$ cat src/rtl/pc_pkg.sv
// Shared definitions for the fetch-stage program counter.
//   PC_SRC_W : width of the pc_src status field
//   NPC_*    : encodings reported on pc_src for each pc load source
package pc_pkg;

   localparam int PC_SRC_W = 3;

   localparam logic [PC_SRC_W-1:0] NPC_RST   = 3'd0;
   localparam logic [PC_SRC_W-1:0] NPC_SEQ   = 3'd1;
   localparam logic [PC_SRC_W-1:0] NPC_HOLD  = 3'd2;
   localparam logic [PC_SRC_W-1:0] NPC_RAS   = 3'd3;
   localparam logic [PC_SRC_W-1:0] NPC_REDIR = 3'd4;
   localparam logic [PC_SRC_W-1:0] NPC_TRAP  = 3'd5;

endpackage

$ cat src/rtl/ras_stack.sv
// Circular return-address stack.
//   clk, rst   : clock, asynchronous active-low reset (pointer/count only)
//   push       : write push_data as the new top
//   pop        : discard the top (ignored when empty)
//   flush      : clear the stack; overrides push/pop
//   push_data  : address to push
//   top        : entry[ptr-1], valid only when !empty
//   empty/full : count == 0 / count == DEPTH
module ras_stack #(
   parameter int XLEN  = 32,
   parameter int DEPTH = 4
) (
   input  logic            clk,
   input  logic            rst,
   input  logic            push,
   input  logic            pop,
   input  logic            flush,
   input  logic [XLEN-1:0] push_data,
   output logic [XLEN-1:0] top,
   output logic            empty,
   output logic            full
);

   localparam int PW = $clog2(DEPTH);
   localparam int CW = PW + 1;

   logic [XLEN-1:0] mem [DEPTH];
   logic [PW-1:0]   ptr, ptr_n, top_idx, wr_idx;
   logic [CW-1:0]   cnt, cnt_n;
   logic            wr_en;
   logic            do_pop;

   // ptr is the next free slot; DEPTH is a power of two so the pointer wraps
   // for free in both directions.
   assign top_idx = ptr - PW'(1);
   assign top     = mem[top_idx];
   assign empty   = (cnt == '0);
   assign full    = (cnt == CW'(DEPTH));
   assign do_pop  = pop && !empty;

   always_comb begin
      ptr_n  = ptr;
      cnt_n  = cnt;
      wr_en  = 1'b0;
      wr_idx = ptr;
      if (flush) begin
         ptr_n = '0;
         cnt_n = '0;
      end else if (push && do_pop) begin
         // Simultaneous call/return: replace the top in place.
         wr_en  = 1'b1;
         wr_idx = top_idx;
      end else if (push) begin
         // A push when full overwrites the oldest slot; count saturates.
         wr_en = 1'b1;
         ptr_n = ptr + PW'(1);
         if (!full) cnt_n = cnt + CW'(1);
      end else if (do_pop) begin
         ptr_n = top_idx;
         cnt_n = cnt - CW'(1);
      end
   end

   always_ff @(posedge clk or negedge rst) begin
      if (!rst) begin
         ptr <= '0;
         cnt <= '0;
      end else begin
         ptr <= ptr_n;
         cnt <= cnt_n;
      end
   end

   // Entry storage carries no reset; contents are only read while non-empty.
   always_ff @(posedge clk) begin
      if (wr_en) mem[wr_idx] <= push_data;
   end

endmodule

$ cat src/rtl/pc_sequencer.sv
// Fetch-stage program counter with return-address prediction.
//   clk, rst                      : clock, asynchronous active-low reset
//   stall                         : hold pc
//   redirect_valid/target         : resolved mispredict redirect
//   trap_valid/target             : exception/interrupt vector
//   ras_push/ras_push_addr        : decode saw a call
//   ras_pop                       : decode saw a return; predict from RAS
//   pc                            : registered fetch address
//   pc_plus                       : pc + ILEN_BYTES
//   pc_src                        : source of the most recent pc load
//   ras_empty/ras_full            : RAS occupancy flags
//   align_err                     : accepted target had low bits set (one cycle)
module pc_sequencer
   import pc_pkg::*;
#(
   parameter int              XLEN         = 32,
   parameter logic [XLEN-1:0] RESET_VECTOR = '0,
   parameter int              ILEN_BYTES   = 4,
   parameter int              RAS_DEPTH    = 4
) (
   input  logic                clk,
   input  logic                rst,
   input  logic                stall,
   input  logic                redirect_valid,
   input  logic [XLEN-1:0]     redirect_target,
   input  logic                trap_valid,
   input  logic [XLEN-1:0]     trap_target,
   input  logic                ras_push,
   input  logic [XLEN-1:0]     ras_push_addr,
   input  logic                ras_pop,
   output logic [XLEN-1:0]     pc,
   output logic [XLEN-1:0]     pc_plus,
   output logic [PC_SRC_W-1:0] pc_src,
   output logic                ras_empty,
   output logic                ras_full,
   output logic                align_err
);

   localparam logic [XLEN-1:0] ALIGN_MASK = XLEN'(ILEN_BYTES - 1);

   logic [XLEN-1:0]     ras_top;
   logic                ras_en;
   logic [XLEN-1:0]     npc, target;
   logic [PC_SRC_W-1:0] npc_src;
   logic                npc_err, use_target;

   // Trap flushes the RAS outright; a stall freezes it unless a redirect
   // outranks the stall, in which case decode's ops still land.
   assign ras_en = !trap_valid && (redirect_valid || !stall);

   ras_stack #(
      .XLEN  (XLEN),
      .DEPTH (RAS_DEPTH)
   ) u_ras (
      .clk       (clk),
      .rst       (rst),
      .push      (ras_push && ras_en),
      .pop       (ras_pop && ras_en),
      .flush     (trap_valid),
      .push_data (ras_push_addr),
      .top       (ras_top),
      .empty     (ras_empty),
      .full      (ras_full)
   );

   assign pc_plus = pc + XLEN'(ILEN_BYTES);

   always_comb begin
      target     = '0;
      use_target = 1'b0;
      npc        = pc_plus;
      npc_src    = NPC_SEQ;
      if (trap_valid) begin
         target     = trap_target;
         use_target = 1'b1;
         npc_src    = NPC_TRAP;
      end else if (redirect_valid) begin
         target     = redirect_target;
         use_target = 1'b1;
         npc_src    = NPC_REDIR;
      end else if (stall) begin
         npc     = pc;
         npc_src = NPC_HOLD;
      end else if (ras_pop && !ras_empty) begin
         // The RAS entry read here is the pre-update top, so a same-cycle
         // push+pop predicts the old return address.
         target     = ras_top;
         use_target = 1'b1;
         npc_src    = NPC_RAS;
      end
      npc_err = use_target && |(target & ALIGN_MASK);
      if (use_target) npc = target & ~ALIGN_MASK;
   end

   always_ff @(posedge clk or negedge rst) begin
      if (!rst) begin
         pc        <= RESET_VECTOR;
         pc_src    <= NPC_RST;
         align_err <= 1'b0;
      end else begin
         pc        <= npc;
         pc_src    <= npc_src;
         align_err <= npc_err;
      end
   end

endmodule

$ cat config.mk
export PLATFORM = sky130hd
export DESIGN_NAME = pc_sequencer
export DESIGN_NICKNAME = d
export VERILOG_FILES = /design/src/rtl/pc_pkg.sv /design/src/rtl/ras_stack.sv /design/src/rtl/pc_sequencer.sv
export SDC_FILE = /design/constraint.sdc
export NUM_CORES = 1
export LEC_CHECK = 0
export BUFFER_PORTS_ARGS = -buffer_cell sky130_fd_sc_hd__buf_2
export CORE_MARGIN = 3
export CORE_UTILIZATION = 35
export DETAILED_ROUTE_END_ITERATION = 8
export PLACE_DENSITY = 0.66
export REMOVE_ABC_BUFFERS = 1
export SLEW_MARGIN = 20
export SYNTH_ARGS = -nofsm -noshare
export SYNTH_HDL_FRONTEND = slang
export SYNTH_HIERARCHICAL = 1
export SYNTH_SLANG_ARGS = --single-unit
$ cat constraint.sdc
create_clock -name clk -period 4.4 [get_ports clk]
set_input_delay 0.44 -clock clk [delete_from_list [all_inputs] [get_ports clk]]
set_output_delay 0.44 -clock clk [all_outputs]
set_load 0.03 [all_outputs]
**Word-level counts from Yosys, hierarchy flattened**

Memories as Yosys holds them, arrays and structs flattened.
Index checks and enable logic that the tools add are counted.

- Div/mod/pow operators: 0
- Muxes and demuxes: 32
- Shift operators: 0
- Add/sub/neg operators: 5
- Reductions and logical operators: 16
- $lt $le $gt $ge: 0
- Eq/ne operators: 4
- Bitwise gates (word level): 0
- Multiply operators: 0

Operator list:

| operator | number |
|---|---|
| $mux 32 | 8 |
| $add 32x3->32 const B | 1 |
| $mux 3 | 7 |
| $mux 2 | 8 |
| $mux 1 | 9 |
| $logic_and 1x1->1 | 7 |
| $ne 4x1->1 const B | 1 |
| $add 3x1->3 const B | 1 |
| $eq 3x3->1 const B | 1 |
| $logic_not 1->1 | 3 |
| $logic_not 3->1 | 1 |
| $ne 3x3->1 const B | 1 |
| $reduce_and 3->1 | 1 |
| $reduce_bool 3->1 | 1 |
| $sub 3x1->3 const B | 1 |
| $add 2x1->2 const B | 1 |
| $ne 2x2->1 const B | 1 |
| $reduce_and 2->1 | 1 |
| $reduce_or 2->1 | 1 |
| $sub 2x1->2 const B | 1 |
| $logic_or 1x1->1 | 1 |

- Bits in latches: 0
- Input port bits: 103
- Memories: 1
- Bits in read-only memories: 0
- RAM bits: 128
- Register bits after elaboration: 41
- Output and inout port bits: 70

Memory list:

| memory | depth | bits a word | read ports | clocked after memory_dff | wr ports | line | RTL |
|---|---|---|---|---|---|---|---|
| u_ras.mem | 4 | 32 | 1 | 0 | 1 | ras_stack.sv:27 | `logic [XLEN-1:0] mem [DEPTH];` |

**Longest topological paths before layout**

- Depth in word-level cells: 10
- Depth in mapped cells: 9
- Mapped depth without buffers: 8

**By module**

Netlist, hierarchy kept.

Modules (own cells, without submodules):

| module | cells an instance | times used | sequential area each (um2) | area each (um2) |
|---|---|---|---|---|
| ras_stack | 214 | 1 | 3,968.8 | 5,013.6 |
| pc_sequencer | 364 | 1 | 850.8 | 2,803.9 |

**Least setup slack after synthesis**

Ideal clock, no wire load.

- Path type: input to register
- Start: in trap_valid
- End: mem u_ras.mem[0][0], enable pin
- Buffers on the path: 2
- Arrival: 4.030 ns
- Cell stages on the path: 7
- Slack: -0.097 ns
- Required time: 3.932 ns
- Path through: clkbuf_1 -> buf_1 -> nor2_1 -> and2_1 -> o31ai_4 -> xor2_1 -> nor3b_1

- Longest elaborated chain between the ends: 9
- Elaborated cells on any way between the ends: 13

RTL lines:

| what | line | RTL |
|---|---|---|
| from (decl) | pc_sequencer.sv:26 | `input logic trap_valid,` |
| $logic_not 1->1 | pc_sequencer.sv:49 | `assign ras_en = !trap_valid && (redirect_valid \|\| !stall);` |
| $logic_and 1x1->1 | pc_sequencer.sv:49 |  |
| $logic_and 1x1->1 | pc_sequencer.sv:58 | `.pop (ras_pop && ras_en),` |
| $logic_and 1x1->1 | ras_stack.sv:39 | `assign do_pop = pop && !empty;` |
| $logic_and 1x1->1 | ras_stack.sv:49 | `end else if (push && do_pop) begin` |
| $mux 1 | ras_stack.sv:49 |  |
| $mux 1 | ras_stack.sv:46 | `if (flush) begin` |
| $mux 1 | ras_stack.sv:76 | `if (wr_en) mem[wr_idx] <= push_data;` |
| $mux 1 (implied by the code) | ras_stack.sv:76 |  |
| to (decl) | ras_stack.sv:27 |  |

Parallel ways exist; a longest one is shown, timed or not.

**Worst setup path in the final report**

- Start: reg pc[2]
- End: out pc_plus[24]

- Longest elaborated chain between the ends: 1

RTL lines:

| what | line | RTL |
|---|---|---|
| from (decl) | pc_sequencer.sv:31 | `output logic [XLEN-1:0] pc,` |
| from (signal assigned) | pc_sequencer.sv:101 | `pc <= npc;` |
| $add 32x3->32 | pc_sequencer.sv:66 | `assign pc_plus = pc + XLEN'(ILEN_BYTES);` |
| to (decl) | pc_sequencer.sv:32 | `output logic [XLEN-1:0] pc_plus,` |

No other way between the ends.

==> impl_summary.log <==
[metrics] highest fanout seen on the critical path: 7
[metrics] library cell occupying the most area in the post-synthesis netlist: edfxtp_1
[metrics] Distinct cells, synth: 61
[metrics] Most Used Layer, Global Route: met2
[metrics] largest buffer count on any clock path: 2
[metrics] Data required, critical path: 3.96 ns
[metrics] total vias in the final route: 5623
[metrics] global-route wire length before repair: 33.5 mm
[metrics] register area share after synthesis: 61.7%
[metrics] row count: 54
[metrics] cell internal pwr: 2.91 mW
[metrics] Critical Path Max Stage Delay: 0.74 ns
[metrics] grt ovf: 0
[metrics] fill cell total of the finished layout: 2044
[metrics] multi-input gate area in the final layout: 2840 um2
[metrics] Die Ht: 155 um
[metrics] max-slew violation total from the final report: 0
[metrics] clock-pin slew reported for the worst setup and hold paths after clock tree synthesis: 0.06 ns
[metrics] worst path arrival time: 2.87 ns
[metrics] post-detailed-route via-to-cell ratio: 5.43
[metrics] total power after layout: 4.15 mW
[metrics] final worst setup slack: 1.09 ns
[metrics] Worst path slowest cell: nor4_1
[metrics] category of cells accounting for the largest share of critical-path delay: simple AND/OR/NAND/NOR gates
[metrics] Worst Setup Slack post-DPL: 1.21 ns
[metrics] number of placed I/O pins: 173
[metrics] # hold bufs at CTS: 0
[metrics] number of hold-slack violations in the final timing report: 0
[metrics] synthesized-area fraction occupied by adder cells: 0.416%
[metrics] fraction of met2 tracks used by global routing: 29.0%
[metrics] source-to-sink clock delay at the later pin of the worst-skew pair: 0.42 ns
[metrics] area fraction in compound gates after synthesis: 10.7%
[metrics] Gate power share: 19.2%
[metrics] worst setup path class: register to primary output
[metrics] half-perimeter wire length after detailed placement: 16.0 mm
[metrics] First DRT Iteration DRCs: 357
[metrics] cells after synthesis: 578
[metrics] leakage power: 3.53 nW
[metrics] Post CTS Setup Buffer Count: 0
[metrics] number of clock buffers inserted by TritonCTS: 17
[metrics] Net Sw Frac: 29.8%
[metrics] GRT met1 Usage: 25.2%
[metrics] result of the run: finished clean
[metrics] cell type with the highest occurrence count on the critical path: nand3_1
[metrics] sum of buffers and inverters on the critical path: 1
[metrics] number of sinks on the clock net: 167
[metrics] minimum period implied by the final worst setup slack: 3.31 ns
[metrics] via count of the first global-routing pass: 5482
[metrics] Area Overhead vs Synth: 21.8%
[metrics] GRT Total Usage: 18.7%
[metrics] transition time of the tightest slew-check pin: 1.03 ns
[metrics] Yosys warning count: 6
[metrics] met3 demand-to-capacity share in global routing: 6.09%
[metrics] initial core utilization: 35.7%
[metrics] initial antenna violation count: 0
[metrics] final setup vio count: 0
[metrics] unrepaired setup endpoints after global routing: false
[metrics] placer's final routability congestion estimate: 0.805
[metrics] part of the total power dissipated in the clock network: 34.7%
[metrics] kind of capture point of the worst setup path: primary output
[metrics] final hold slack: 0.192 ns
[metrics] length of the first detailed-routing pass in iterations: 4
[metrics] Critical Path Start Type: register
[metrics] synthesized flop and latch total: 167
[metrics] ANT nets after route: 0
[metrics] largest family of logic cells by synthesized area: simple AND/OR/NAND/NOR gates
[metrics] post-detailed-routing wire length: 22.5 mm
[metrics] Worst slew margin: 31.5%
[metrics] cell breakdown of the critical path: ha_1 -> nand3_1 -> nor4_1 -> nand3_1 -> xnor2_1 -> buf_2
[metrics] H-Tree Level Count: 4
[metrics] port bufs: 168
[metrics] share of cell area taken by muxes after synthesis: 9.51%
[metrics] number of gates resized after CTS: 0
[metrics] Worst Skew: 0.0116 ns
[metrics] path type of the worst min-delay path: primary input to async pin
[metrics] Core Util, Final: 43.5%
[metrics] die footprint: 24200 um2
[metrics] placed inst area: 8960 um2
[metrics] proportion of netlist area held by the largest area contributor: 49.2%
[metrics] final period utilization: 75.3%
[metrics] layout net count: 847
[metrics] number of violations of the max-capacitance limit: 0
[metrics] average size of a mapped cell: 13.5 um2
[metrics] highest-count cells in the layout ignoring fill and taps: buf_2, edfxtp_1, nand2_1, nor2_1, dfrtp_1
[metrics] x dimension of the die: 155 um
[metrics] top achievable clock speed: 302 MHz
[metrics] most used flip-flop cell after synthesis: edfxtp_1
[metrics] remaining design rule violation count: 0
[metrics] asr flop ratio synth: 23.4%
[metrics] maximum number of pins on one net before global-route repair: 75
[metrics] area fraction in and, or, nand and nor cells after synthesis: 11.9%
[metrics] total power per unit cell area: 435 nW/um2
[metrics] leading post-synthesis cells by cell area: edfxtp_1, dfrtp_1, mux4_2
[metrics] footprint of the flip-flops and latches: 4820 um2
[metrics] part of the total power dissipated in sequential elements: 46.1%
[metrics] antenna cells: 0
[metrics] Mapped Area: 7820 um2
[metrics] net switching power: 1.24 mW
[metrics] share of the synthesized netlist area taken by xor and xnor gates: 3.25%
[metrics] fraction of layout cells with a size suffix above 1: 34.0%
[metrics] area of the core region: 21900 um2
[metrics] CTS root buf: clkbuf_16
[metrics] VDD IR-drop max: 295 uV
[metrics] post-route cell area: 9520 um2
[metrics] most common library cell in the layout ignoring fill and taps: buf_2
[metrics] CTS tree: built
[metrics] number of synthesized flops with an enable pin: 128
[metrics] average detailed-routed wire length per instance: 21.7 um
[state kept, by name, summed over array words and instances, names as in the netlist]
register,count
u_ras/cnt,3
u_ras/mem,128
u_ras/ptr,2
align_err,1
pc,30
pc_src,3
[Yosys cell counts, types with 4 or more instances]
cell type / count
a221oi_1: 4
nor3_1: 11
and2_1: 4
nor3b_1: 9
o21ai_0: 35
mux4_2: 32
nor2b_1: 4
nand2b_1: 4
clkbuf_1: 19
xnor2_1: 17
edfxtp_1: 128
a21oi_1: 22
o311ai_0: 4
inv_1: 8
and4_1: 5
a31oi_1: 6
nand2_1: 48
a221o_1: 7
dfrtp_1: 39
and3_1: 11
o21a_1: 5
nor2_1: 38
a22oi_1: 10
nand4_1: 6
xor2_1: 12
buf_2: 7
buf_4: 6
nand3_1: 15
o22ai_1: 17
[per-layer routing]
metal / vias up / wire [um]
li1: 2571 / -
met1: 2788 / 9280
met2: 245 / 10700
met3: 19 / 2170
met4: 0 / 356
met5: - / 0
[final cells by class]
class                           instances  share of cell area (%)
Sequential cell                       167                    50.6
Clock inverter                         12                    1.34
Multi-Input combinational cell        370                    29.8
Tap cell                              280                    3.68
Timing Repair Buffer                  178                    9.62
Inverter                                8                   0.315
Clock buffer                           20                    4.59
[final timing paths]
kind | from | endpoint | slack [ns] | cells after the start
min reg2reg | pc[19] | pc[19] | 0.61 | 2
max in group asynchronous | rst | u_ras/ptr[0] | 3.53 | 1
max reg2reg | u_ras/ptr[1] | u_ras/mem[3][22] | 1.65 | 3
min | rst | u_ras/cnt[2] | 0.19 | 1
max | pc[2] | pc_plus[24] | 1.09 | 6
min in group clk | ras_push_addr[21] | u_ras/mem[3][21] | 0.23 | 1
[power groups by stage]
stage	clock, mW	sequential, mW	combinational (mW)
2_1_floorplan	0	2.00	0.423
3_3_place_gp	0	1.94	0.794
3_5_place_dp	0	1.95	0.794
4_1_cts	1.47	1.91	0.799
5_1_grt	1.53	1.93	0.853
6_report	1.44	1.91	0.794
[stage by stage]
step	instances	setup TNS, ns
2_1_floorplan	545	-7.97
3_3_place_gp	1003	0
3_5_place_dp	1003	0
4_1_cts	1035	0
5_1_grt	1035	0
6_report	1035	0
[cell families (layout without fill, tap and decap cells)]
| kind of cell | count (synthesis) | count (layout) |
|---|---|---|
| buffers and inverters | 44 | 218 |
| and+or+nand+nor | 175 | 175 |
| other | 1 | 4 |
| adders and majority gates | 2 | 2 |
| DFF | 167 | 167 |
| AOI/OAI and AO/OA | 126 | 126 |
| muxes | 34 | 34 |
| xor gates and xnor gates | 29 | 29 |
Power figures use the tool's default switching activity.
